<file path="src/rtl/router_pkt_src.sv">
// Packet source for the 1x3 router: turns a command into header, payload and
// parity bytes on the router's byte-serial input, honouring busy, then idles.
module router_pkt_src #(
  parameter int GAP_CYCLES = 3,
  parameter int CNT_W      = 16
) (
  input  logic             clock,
  input  logic             resetn,
  input  logic             cmd_valid,
  output logic             cmd_ready,
  input  logic [1:0]       cmd_addr,
  input  logic [5:0]       cmd_len,
  input  logic [7:0]       cmd_seed,
  input  logic             cmd_bad_parity,
  output logic [7:0]       pkt_data,
  output logic             pkt_valid,
  input  logic             busy,
  output logic             pkt_done,
  output logic             cmd_err,
  output logic [CNT_W-1:0] pkt_count
);

  typedef enum logic [2:0] {
    S_IDLE,
    S_HEADER,
    S_PAYLOAD,
    S_PARITY,
    S_GAP
  } state_t;

  state_t             state_q, state_d;
  logic [5:0]         len_q, len_d;
  logic [7:0]         seed_q, seed_d;
  logic               bad_q, bad_d;
  logic [5:0]         k_q, k_d;
  logic [7:0]         acc_q, acc_d;
  logic [3:0]         gap_q, gap_d;
  logic [7:0]         data_q, data_d;
  logic               valid_q, valid_d;
  logic               done_q, done_d;
  logic               err_q, err_d;
  logic               ready_q, ready_d;
  logic [CNT_W-1:0]   count_q, count_d;
  logic [7:0]         acc_next;

  // Accumulator value once the currently driven payload byte is folded in.
  assign acc_next = acc_q ^ data_q;

  always_comb begin
    // NOTE: every next-state signal gets a default first, so no path through
    // the case statement can leave one unassigned and infer a latch.
    state_d = state_q;
    len_d   = len_q;
    seed_d  = seed_q;
    bad_d   = bad_q;
    k_d     = k_q;
    acc_d   = acc_q;
    gap_d   = gap_q;
    data_d  = data_q;
    valid_d = valid_q;
    ready_d = ready_q;
    count_d = count_q;
    done_d  = 1'b0;
    err_d   = 1'b0;

    unique case (state_q)
      S_IDLE: begin
        if (cmd_valid) begin
          len_d  = cmd_len;
          seed_d = cmd_seed;
          bad_d  = cmd_bad_parity;
          if (cmd_addr == 2'd3 || cmd_len == 6'd0) begin
            err_d = 1'b1;
          end else begin
            state_d = S_HEADER;
            data_d  = {cmd_len, cmd_addr};
            acc_d   = {cmd_len, cmd_addr};
            valid_d = 1'b1;
            ready_d = 1'b0;
          end
        end
      end
      S_HEADER: begin
        if (!busy) begin
          state_d = S_PAYLOAD;
          data_d  = seed_q;
          k_d     = 6'd0;
        end
      end
      S_PAYLOAD: begin
        if (!busy) begin
          acc_d = acc_next;
          if (k_q == len_q - 6'd1) begin
            state_d = S_PARITY;
            valid_d = 1'b0;
            data_d  = bad_q ? ~acc_next : acc_next;
          end else begin
            k_d    = k_q + 6'd1;
            data_d = data_q + 8'd1;
          end
        end
      end
      S_PARITY: begin
        if (!busy) begin
          state_d = S_GAP;
          data_d  = 8'd0;
          done_d  = 1'b1;
          count_d = count_q + CNT_W'(1);
          gap_d   = 4'(GAP_CYCLES - 1);
        end
      end
      S_GAP: begin
        if (gap_q == 4'd0) begin
          state_d = S_IDLE;
          ready_d = 1'b1;
        end else begin
          gap_d = gap_q - 4'd1;
        end
      end
      default: begin
        state_d = S_IDLE;
        valid_d = 1'b0;
        data_d  = 8'd0;
        ready_d = 1'b1;
      end
    endcase
  end

  // NOTE: non-blocking assignments throughout, so every register samples the
  // values from before the edge regardless of statement order.
  always_ff @(posedge clock or negedge resetn) begin
    if (!resetn) begin
      state_q <= S_IDLE;
      len_q   <= '0;
      seed_q  <= '0;
      bad_q   <= 1'b0;
      k_q     <= '0;
      acc_q   <= '0;
      gap_q   <= '0;
      data_q  <= '0;
      valid_q <= 1'b0;
      done_q  <= 1'b0;
      err_q   <= 1'b0;
      ready_q <= 1'b1;
      count_q <= '0;
    end else begin
      state_q <= state_d;
      len_q   <= len_d;
      seed_q  <= seed_d;
      bad_q   <= bad_d;
      k_q     <= k_d;
      acc_q   <= acc_d;
      gap_q   <= gap_d;
      data_q  <= data_d;
      valid_q <= valid_d;
      done_q  <= done_d;
      err_q   <= err_d;
      ready_q <= ready_d;
      count_q <= count_d;
    end
  end

  assign cmd_ready = ready_q;
  assign pkt_data  = data_q;
  assign pkt_valid = valid_q;
  assign pkt_done  = done_q;
  assign cmd_err   = err_q;
  assign pkt_count = count_q;

endmodule

</file>
<file path="config.mk">
export PLATFORM = sky130hd
export DESIGN_NAME = router_pkt_src
export DESIGN_NICKNAME = d
export VERILOG_FILES = /design/src/rtl/router_pkt_src.sv
export SDC_FILE = /design/constraint.sdc
export NUM_CORES = 1
export LEC_CHECK = 0
export ABC_CLOCK_PERIOD_IN_PS = 4080
export CORE_MARGIN = 8
export CORE_UTILIZATION = 60
export DETAILED_ROUTE_END_ITERATION = 6
export DONT_BUFFER_PORTS = 1
export GPL_ROUTABILITY_DRIVEN = 1
export PLACE_DENSITY = 0.75
export SLEW_MARGIN = 20
export SYNTH_ARGS = -nofsm -noshare
export SYNTH_HDL_FRONTEND = slang
export SYNTH_SLANG_ARGS = --single-unit
export TNS_END_PERCENT = 30
</file>
<file path="constraint.sdc">
create_clock -name clock -period 4.08 [get_ports clock]
set_clock_uncertainty 0.05 [all_clocks]
set_input_delay 0.816 -clock clock [delete_from_list [all_inputs] [get_ports clock]]
set_output_delay 0.816 -clock clock [all_outputs]
set_load 0.02 [all_outputs]
</file>
==> results by group, run 1 <==
Final layout
  – Register area: around 1600 sq um
  – Share of layout cells above drive strength 1: between 10% and 20%
  – Final Non-Filler Cells: ~450
  – Fill cells: 482
  – Ant diodes: 0
  – Nets: 400
  – Area occupied by multi-input gates: approximately 2000 sq um
  – Area delta synth->final: 7.208%
  – Final Instance Area: between 3000 and 4000 sq um
  – Most common cell after layout, fill and taps aside: dfrtp_1
  – Commonest cells after routing, fill and taps aside: dfrtp_1, o21ai_0, xnor2_1

Synth
  – Post-synth EDFFs: 0
  – Synth area leaders: dfrtp_1, xnor2_1, mux2_2, o21ai_0, a21oi_1
  – Yosys reg bits: 64
  – Synth warnings: 0
  – Predominant post-synthesis flop cell: dfrtp_1
  – Synthesized cell area: between 3000 and 4000 sq um
  – Top cell type's share of synthesized area: between 40 and 50%
  – Dominant cell type by area after synthesis: dfrtp_1
  – Sequential element share of the synthesized area: a little over two fifths
  – Syn_area_per_cell: a little under 10 sq um
  – Post-Syn Nets: between 400 and 500
  – Cells after synthesis: approximately 380
  – Post-synthesis async set-or-reset flop share: 100.0%
  – Synth cell types: 58

Floorplan
  – Die X: 94.32 um
  – Initial core utilization: just over 60%
  – Core Area: ~5900 sq um
  – # IOs: 49
  – Row count: 28
  – Die ar.: 8895 sq um
  – Chip Height: between 90 and 100 um

Placed design
  – Placer Congestion: around 0.88
  – HPWL Detailed: roughly 5800 um
  – Placed cell areas: about 3700 sq um
  – DP Cell Count: between 400 and 500
  – PortBufs: 0

Clock network
  – Post-CTS resize count: 0
  – Sink Count: between 60 and 70
  – CTS buffer count: 9
  – Clock-pin slew on the worst setup and hold paths: around 0.070 ns
  – TritonCTS clock tree: built
  – Post-CTS setup buffer count: 0
  – Worst skew pair latency: around 0.35 ns
  – CTS Buffer Depth: 2
  – Clock Root Buffer: clkbuf_8
  – H-tree Lvls: 3
  – # hold bufs at CTS: 0

STA
  – RSZ-0062 raised after global routing: false
  – Final period utilization: around 65%
  – Worst-margin pin slew: approximately 0.92 ns
  – Min Hold Slack: ~0.11 ns
  – FMAX: between 300 and 400 MHz
  – Fin Setup TNS: 0 ns
  – Final min period: 2.654 ns
  – Final setup vio count: 0
  – Fin. Hold Viols: 0
  – Final slew viol count: 0
  – Rel. slew slack: a little under 40%

Power
  – Lkg Pwr: around 1.7 nW
  – Power Density: 769.2 nW/um^2
  – Peak VDD IR: 0.0004220 V
  – Total power: 3.034 mW

Status
  – Status: finished, final reports clean

Setup path
  – Crit path DAT: ~2.9 ns
  – Nature of the critical path startpoint: flip-flop
  – WS Path Type: flip-flop to flip-flop
  – Critical path endpoint category: flip-flop
  – CP max FO: 26
  – Req. time, crit path: about 4.3 ns
  – Setup slack, reg-to-reg: ~1.4 ns

Global route
  – First-pass GRT wire length: about 13000 um
  – Largest net degree at the start of global routing: 65
  – Initial antenna violation count: 0
  – Congestion Overflow GR: 0
  – GRT Util Overall: 19.33%
  – Vias in the first global route: roughly 2700

Drt
  – Drt drc: 0
  – Via count: 2844
  – Wire per inst: between 15 and 20 um
  – DR vias/cell: 6.264
  – DRT Wirelength: 8237 um
  – Drt initial violations: ~260
  – Post-DRT Antenna Nets: 0
  – DRT Pass-1 Iters: 4

Worst hold path
  – Hold Path Class: input pin to async pin

Job
  – Max-Cap Viols: 0
## path summary, 6_finish.rpt
path,from,to,cells past startpoint
min in group clock,cmd_ready,cmd_ready,2
max in group asynchronous,resetn,cmd_ready,0
worst min register to register,cmd_ready,cmd_ready,2
worst max-delay path,state_q[0],k_q[4],5
worst min-delay path,resetn,acc_q[2],0
worst max register to register,state_q[0],k_q[4],5
## power breakdown
part           internal [mW]  switching, mW  total, mW
clock network          0.360          0.254      0.614
registers              0.855          0.405       1.26
logic                  0.544          0.616       1.16
total                   1.76           1.28       3.03
## worst max-delay path, cell delays in order, from the launching register on
cell and delay (ns):
dfrtp_1 0.83, nor2_1 0.21, nand2_1 0.74, nor3_4 0.12
or2_4 0.31, o41ai_2 0.30
## routing by layer
metal  share of wire [%]  track usage, %  vias up
met5                   0               0        -
met4                 1.7           8.322        0
met3                 7.6           6.155       13
met2                  46           27.64       87
met1                  45           26.19     1373
li1                    -               -     1371
## Yosys cell counts (all sizes together) (3+ instances only)
master  number
xor2        10
clkbuf      13
nand4        4
dfrtp       63
and2         3
a31oi        7
nor2b        3
nor3        17
nand2       21
nor2        25
o21ai       31
o22ai        4
o31ai        3
nand3       16
ha           5
nand2b       4
buf          7
mux2        17
nor3b        9
inv          9
a21o         3
xnor2       25
a21oi       23
and3        10
nor4         6
mux2i        7
or2          4
or4          3
## final cells by class
cell class / count / share of cell area, %
repair buffers: 4 / 0.7612
inverters: 9 / 0.8563
well taps: 75 / 2.379
clock buffers: 11 / 3.584
multi-input cells: 286 / 49.76
flip-flops and latches: 64 / 40.63
clock inverters: 5 / 2.030
## state kept, by name, indices dropped and copies added (netlist names), 3 cells and up
register and flops:
pkt_count 16, acc_q 8, pkt_data 8, seed_q 8, k_q 6, len_q 6
gap_q 4, state_q 3
## cells by family after synthesis
kind of cell	after synthesis	share of synthesized area [%]
AND/OR/NAND/NOR	133	20.74
multiplexers	24	7.106
flip-flops	64	43.56
adder cells (fa/ha/maj)	5	1.700
AO/OA/AOI/OAI	89	15.47
XOR/XNOR	35	8.330
buffers and inverters	29	3.094
## per-stage QoR
| step | utilization, % | setup slack, ns |
|---|---|---|
| floorplan | - | 1.662 |
| global placement | 62.89 | 1.552 |
| detailed placement | 62.89 | 1.469 |
| CTS | 66.63 | 1.464 |
| global route | 66.63 | 1.304 |
| finish | 66.63 | 1.426 |
Note: power is estimated with default switching activity, not from simulation.
==> run 2, diff against run 1 <==
Settings changed: ABC_CLOCK_PERIOD_IN_PS 4080 to 2600.
Clock period 4.08 ns to 2.6 ns, I/O delays scaled along.
==> run 2 against run 1 <==
The run now ends with hold timing left. Critical path depth is 1 higher. Maximum frequency is 7.7% higher. Final area is 1.8% higher. Hold slack worse by 0.12 ns. Core utilization is 1.2 points higher. Non-clock buffer count is 8 higher. Highest routed layer unchanged. Via count is 0.46% lower. Global-route usage is 0.16 points higher. Critical endpoint is now pkt_data[7]. Total power is 58% higher. Final cell count is 1.8% higher.
==> results by group, run 2 (synthesized netlist as in run 1, its figures left out) <==
Status
  – Status: complete, but fails checks (was finished, final reports clean)
  – Failing checks: hold timing

STA
  – RSZ-0062 raised after global routing: false (unchanged)
  – FMAX: 405.7 MHz (was 376.8 MHz)
  – Final period utilization: 94.79% (was 65.05%)
  – Min Hold Slack: -0.01284 ns (was 0.1082 ns)
  – Final slew viol count: 0 (unchanged)
  – Fin. Hold Viols: 19 (was 0)
  – Final setup vio count: 0 (unchanged)
  – Rel. slew slack: 65.80% (was 38.64%)
  – Worst-margin pin slew: 0.5114 ns (was 0.9182 ns)
  – Fin Setup TNS: 0 ns (unchanged)
  – Final min period: 2.465 ns (was 2.654 ns)

Placed design
  – Placer Congestion: 0.9025 (was 0.8766)
  – HPWL Detailed: 6042 um (was 5805 um)
  – PortBufs: 0 (unchanged)
  – DP Cell Count: 445 (was 438)

Final layout
  – Final Non-Filler Cells: 462 (was 454)
  – Most common cell after layout, fill and taps aside: dfrtp_1 (unchanged)
  – Commonest cells after routing, fill and taps aside: dfrtp_1, o21ai_0, xnor2_1 (unchanged)
  – Area occupied by multi-input gates: 1969 sq um (was 1963 sq um)
  – Fill cells: 456 (was 482)
  – Share of layout cells above drive strength 1: 16.02% (was 13.72%)
  – Number of flip-flops under the largest register name: 16 (unchanged)
  – Util after Layout: 67.81% (was 66.63%)
  – Area delta synth->final: 9.113% (was 7.208%)
  – Register area: 1603 sq um (unchanged)
  – Nets: 408 (was 400)
  – Ant diodes: 0 (unchanged)

Floorplan
  – Row count: 28 (unchanged)
  – # IOs: 49 (unchanged)
  – Initial core utilization: 62.15% (unchanged)
  – Die ar.: 8895 sq um (unchanged)
  – Die X: 94.32 um (unchanged)
  – Core Area: 5921 sq um (unchanged)
  – Chip Height: 94.32 um (unchanged)

Drt
  – Post-DRT Antenna Nets: 0 (unchanged)
  – Wire per inst: 18.13 um (was 18.14 um)
  – Via count: 2831 (was 2844)
  – Drt drc: 0 (unchanged)
  – DR vias/cell: 6.128 (was 6.264)
  – DRT Pass-1 Iters: 4 (unchanged)
  – DRT Wirelength: 8376 um (was 8237 um)
  – Drt initial violations: 178 (was 261)

Global route
  – Initial antenna violation count: 0 (unchanged)
  – Vias in the first global route: 2673 (was 2662)
  – Congestion Overflow GR: 0 (unchanged)
  – Largest net degree at the start of global routing: 65 (unchanged)
  – First-pass GRT wire length: 13540 um (was 13420 um)
  – GRT Util Overall: 19.50% (was 19.33%)

Clock network
  – H-tree Lvls: 3 (unchanged)
  – Worst skew pair latency: 0.35 ns (about the same)
  – CTS Buffer Depth: 2 (unchanged)
  – TritonCTS clock tree: built (unchanged)
  – Post-CTS setup buffer count: 0 (unchanged)
  – Clock Root Buffer: clkbuf_8 (unchanged)
  – Sink Count: 64 (unchanged)
  – Clock-pin slew on the worst setup and hold paths: 0.08 ns (was 0.07 ns)
  – CTS buffer count: 9 (unchanged)

Worst hold path
  – Hold Path Class: input pin to async pin (unchanged)

Power
  – Peak VDD IR: 0.0006646 V (was 0.0004220 V)
  – Combinational Power Share: 41.6% (was 38.2%)
  – Net switching power: 2.062 mW (was 1.276 mW)
  – Sequential share of power: 40.0% (was 41.5%)
  – Lkg Pwr: 1.699 nW (was 1.657 nW)
  – Sw frac: 43.11% (was 42.03%)
  – Int Pwr: 2.721 mW (was 1.759 mW)
  – Power Density: 1191 nW/um^2 (was 769.2 nW/um^2)
  – Clock network fraction of design power: 18.4% (was 20.2%)

Setup path
  – Crit path DAT: 2.63 ns (was 2.85 ns)
  – WS Path Type: flip-flop to flip-flop (unchanged)
  – CP max FO: 9 (was 26)
  – Req. time, crit path: 2.76 ns (was 4.28 ns)
  – Nature of the critical path startpoint: flip-flop (unchanged)
  – Critical path endpoint category: flip-flop (unchanged)

Job
  – Max-Cap Viols: 0 (unchanged)
==> run 2: cell count changes in the layout (fill, tap and decap cells not counted), sizes merged <==
cell,delta
clkbuf,-1
clkinv,+1
bufinv,-1
inv,+1
buf,+8
==> run 2: critical path, stage by stage (launching register included) <==
cell,delay [ns]
dfrtp_1,0.38
or3_4,0.40
xnor2_1,0.16
or4_1,0.75
nor2_8,0.26
mux2i_1,0.25
o31ai_2,0.08
==> run 2: cell type report <==
| cell class | count | area share [%] |
|---|---|---|
| multi-input cells | 286 | 49.05 |
| flip-flops and latches | 64 | 39.92 |
| clock buffers | 10 | 3.428 |
| repair buffers | 12 | 2.742 |
| well taps | 75 | 2.337 |
| clock inverters | 6 | 1.683 |
| inverters | 9 | 0.8414 |
==> run 2: per-stage QoR <==
stage	hold WS, ns	cell area, sq um	total power [mW]	setup slack (ns)
floorplan	0.1744	3680	3.390	0.3732
global placement	0.1769	3776	3.794	0.2320
detailed placement	0.1774	3776	3.866	0.1592
CTS	0.001568	4009	4.785	0.1260
global route	0.006023	4015	5.102	0.03201
finish	-0.01284	4015	4.783	0.1354
==> run 2: worst paths after layout <==
| path | slack (ns) | from | endpoint | cells past startpoint |
|---|---|---|---|---|
| worst min register to register | 0.46 | seed_q[4] | seed_q[4] | 1 |
| worst max register to register | 0.14 | len_q[1] | pkt_data[7] | 6 |
| max in group asynchronous | 2.19 | resetn | cmd_ready | 1 |
| worst min-delay path | -0.01 | resetn | k_q[5] | 1 |
| min in group clock | 0.25 | cmd_len[1] | len_q[1] | 2 |
| worst max-delay path | 0.14 | len_q[1] | pkt_data[7] | 6 |
==> run 2: routing by layer <==
| layer | GRT usage [%] | routed length (um) | share of wire, % |
|---|---|---|---|
| met5 | 0 | 0 | 0 |
| met4 | 9.511 | 122 | 1.5 |
| met3 | 5.196 | 602 | 7.2 |
| met2 | 29.61 | 3941 | 47 |
| met1 | 25.16 | 3710 | 44 |
==> run 2: power groups by stage <==
stage | combinational, mW | sequential (mW) | clock (mW)
after floorplan | 1.68 | 1.71 | 0
after global placement | 1.87 | 1.92 | 0
after detailed placement | 1.93 | 1.93 | 0
after CTS | 1.97 | 1.91 | 0.899
after global routing | 2.19 | 1.97 | 0.938
final | 1.99 | 1.91 | 0.879
==> run 2: repair_timing <==
| item | 4_1_cts | 5_1_grt |
|---|---|---|
| endpoints found under the setup margin | 0 | 1 |
| hold buffers | 1 | 0 |
| resized for setup | 0 | 1 |
| endpoints found under the hold margin | 64 | 0 |
==> run 3, diff against run 2 <==
Settings changed: ABC_CLOCK_PERIOD_IN_PS 2600 to 2400, CORE_MARGIN 8 to default, CTS_BUF_LIST from default to sky130_fd_sc_hd__clkbuf_8.
Clock period 2.6 ns to 2.4 ns, I/O delays scaled along.
==> run 3 against run 2 <==
The flow now finishes without violations. Largest cell class unchanged. Via count is 3.6% higher. Final area rose by 2.2%. Critical path depth stayed put. Count of clock-buffer cells in the layout rose by 1. Non-clock buffer count increased by 6.
==> results by group, run 3 (synthesized netlist as in run 1, its figures left out) <==
Status
  – Status: finished, final reports clean (was complete, but fails checks)

Clock network
  – Sink Count: 64 (unchanged)
  – Clock Root Buffer: clkbuf_8 (unchanged)
  – Clock-pin slew on the worst setup and hold paths: 0.08 ns (about the same)
  – CTS Buffer Depth: 2 (unchanged)
  – CTS buffer count: 9 (unchanged)
  – H-tree Lvls: 3 (unchanged)
  – Worst skew pair latency: 0.34 ns (was 0.35 ns)
  – TritonCTS clock tree: built (unchanged)

Floorplan
  – Initial core utilization: 62.15% (unchanged)
  – Core Area: 5921 sq um (unchanged)
  – Die ar.: 6451 sq um (was 8895 sq um)
  – Chip Height: 80.32 um (was 94.32 um)
  – # IOs: 49 (unchanged)
  – Row count: 28 (unchanged)
  – Die X: 80.32 um (was 94.32 um)

Final layout
  – Number of flip-flops under the largest register name: 16 (unchanged)
  – Commonest cells after routing, fill and taps aside: dfrtp_1, o21ai_0, xnor2_1 (unchanged)
  – Nets: 414 (was 408)
  – Ant diodes: 0 (unchanged)
  – Area delta synth->final: 11.49% (was 9.113%)
  – Most common cell after layout, fill and taps aside: dfrtp_1 (unchanged)
  – Share of layout cells above drive strength 1: 17.56% (was 16.02%)
  – Final Non-Filler Cells: 468 (was 462)

Placed design
  – DP Cell Count: 449 (was 445)
  – HPWL Detailed: 5727 um (was 6042 um)
  – PortBufs: 0 (unchanged)
  – Placer Congestion: 0.8740 (was 0.9025)

Setup path
  – WS Path Type: flip-flop to flip-flop (unchanged)
  – Crit path DAT: 2.49 ns (was 2.63 ns)
  – Req. time, crit path: 2.56 ns (was 2.76 ns)
  – Nature of the critical path startpoint: flip-flop (unchanged)
  – Critical path endpoint category: flip-flop (unchanged)
  – CP max FO: 9 (unchanged)

Global route
  – Vias in the first global route: 2784 (was 2673)
  – GRT Util Overall: 27.40% (was 19.50%)
  – Initial antenna violation count: 0 (unchanged)
  – First-pass GRT wire length: 13340 um (was 13540 um)
  – Congestion Overflow GR: 0 (unchanged)
  – Largest net degree at the start of global routing: 65 (unchanged)

STA
  – FMAX: 430.3 MHz (was 405.7 MHz)
  – Min Hold Slack: 0.2211 ns (was -0.01284 ns)
  – Final setup vio count: 0 (unchanged)
  – Worst-margin pin slew: 0.4969 ns (was 0.5114 ns)
  – Rel. slew slack: 66.88% (was 65.80%)
  – Final min period: 2.324 ns (was 2.465 ns)
  – Final slew viol count: 0 (unchanged)
  – Final period utilization: 96.82% (was 94.79%)
  – Fin. Hold Viols: 0 (was 19)

Power
  – Lkg Pwr: 1.739 nW (was 1.699 nW)
  – Peak VDD IR: 0.0007895 V (was 0.0006646 V)
  – Power Density: 1297 nW/um^2 (was 1191 nW/um^2)

Drt
  – Drt drc: 0 (unchanged)
  – DRT Pass-1 Iters: 5 (was 4)
  – Drt initial violations: 203 (was 178)
  – Wire per inst: 17.38 um (was 18.13 um)
  – DRT Wirelength: 8132 um (was 8376 um)
  – Via count: 2934 (was 2831)
  – Post-DRT Antenna Nets: 0 (unchanged)
  – DR vias/cell: 6.269 (was 6.128)

Worst hold path
  – Hold Path Class: input pin to flip-flop (was input pin to async pin)

Job
  – Max-Cap Viols: 0 (unchanged)
==> run 3: stage by stage <==
stage	cell area, sq um	worst slack, ns	total power [mW]	utilization, %	TNS (ns)
2_1_floorplan	3680	0.1732	3.673	-	0
3_3_place_gp	3806	0.04219	4.131	64.29	0
3_5_place_dp	3806	-0.02295	4.218	64.29	-0.02295
4_1_cts	4061	0.05543	5.251	68.60	0
5_1_grt	4103	-0.0006097	5.685	69.29	-0.0006097
6_report	4103	0.07624	5.319	69.29	0
==> run 3: final cells by class <==
| type | instances | area [sq um] |
|---|---|---|
| multi-input cells | 286 | 2001 |
| clock buffers | 11 | 151.4 |
| flip-flops and latches | 64 | 1603 |
| inverters | 9 | 33.78 |
| fillers | 470 | 1818 |
| well taps | 75 | 93.84 |
| clock inverters | 5 | 62.56 |
| repair buffers | 18 | 157.7 |
==> run 3: layer usage <==
layer	vias up	GRT usage [%]	wire length, um
li1	1395	-	-
met1	1451	38.45	3841
met2	79	42.39	3772
met3	9	5.682	440
met4	0	8.571	76
met5	-	0	0
==> run 3: worst paths after layout <==
check / start / to / slack, ns / cells past startpoint
min in group asynchronous: resetn / pkt_data[6] / 0.63 / 2
min: cmd_len[1] / len_q[1] / 0.22 / 2
max reg2reg: len_q[0] / pkt_data[7] / 0.08 / 6
max: len_q[0] / pkt_data[7] / 0.08 / 6
max in group asynchronous: resetn / cmd_ready / 1.35 / 2
min reg2reg: seed_q[6] / seed_q[6] / 0.47 / 1
==> run 3: what timing repair did <==
| item | 4_1_cts | 5_1_grt |
|---|---|---|
| hold endpoints to repair | 64 | 0 |
| resized for setup | 1 | 4 |
| hold buffers | 2 | 0 |
| setup endpoints to repair | 1 | 4 |
| buffers inserted | 0 | 1 |
| pin swaps | 0 | 4 |
==> run 3: critical path, cell delays in order (launching register included) <==
cell and delay [ns]:
dfrtp_1 0.40, or3_4 0.39, or4_4 0.49, a32o_2 0.35
nor2_8 0.20, mux2i_1 0.25, o31ai_2 0.08
==> run 3: where the power goes <==
part           internal [mW]  switching, mW  leakage (nW)
registers               1.46          0.559         0.815
logic                   1.04           1.27         0.822
clock network          0.544          0.451         0.103
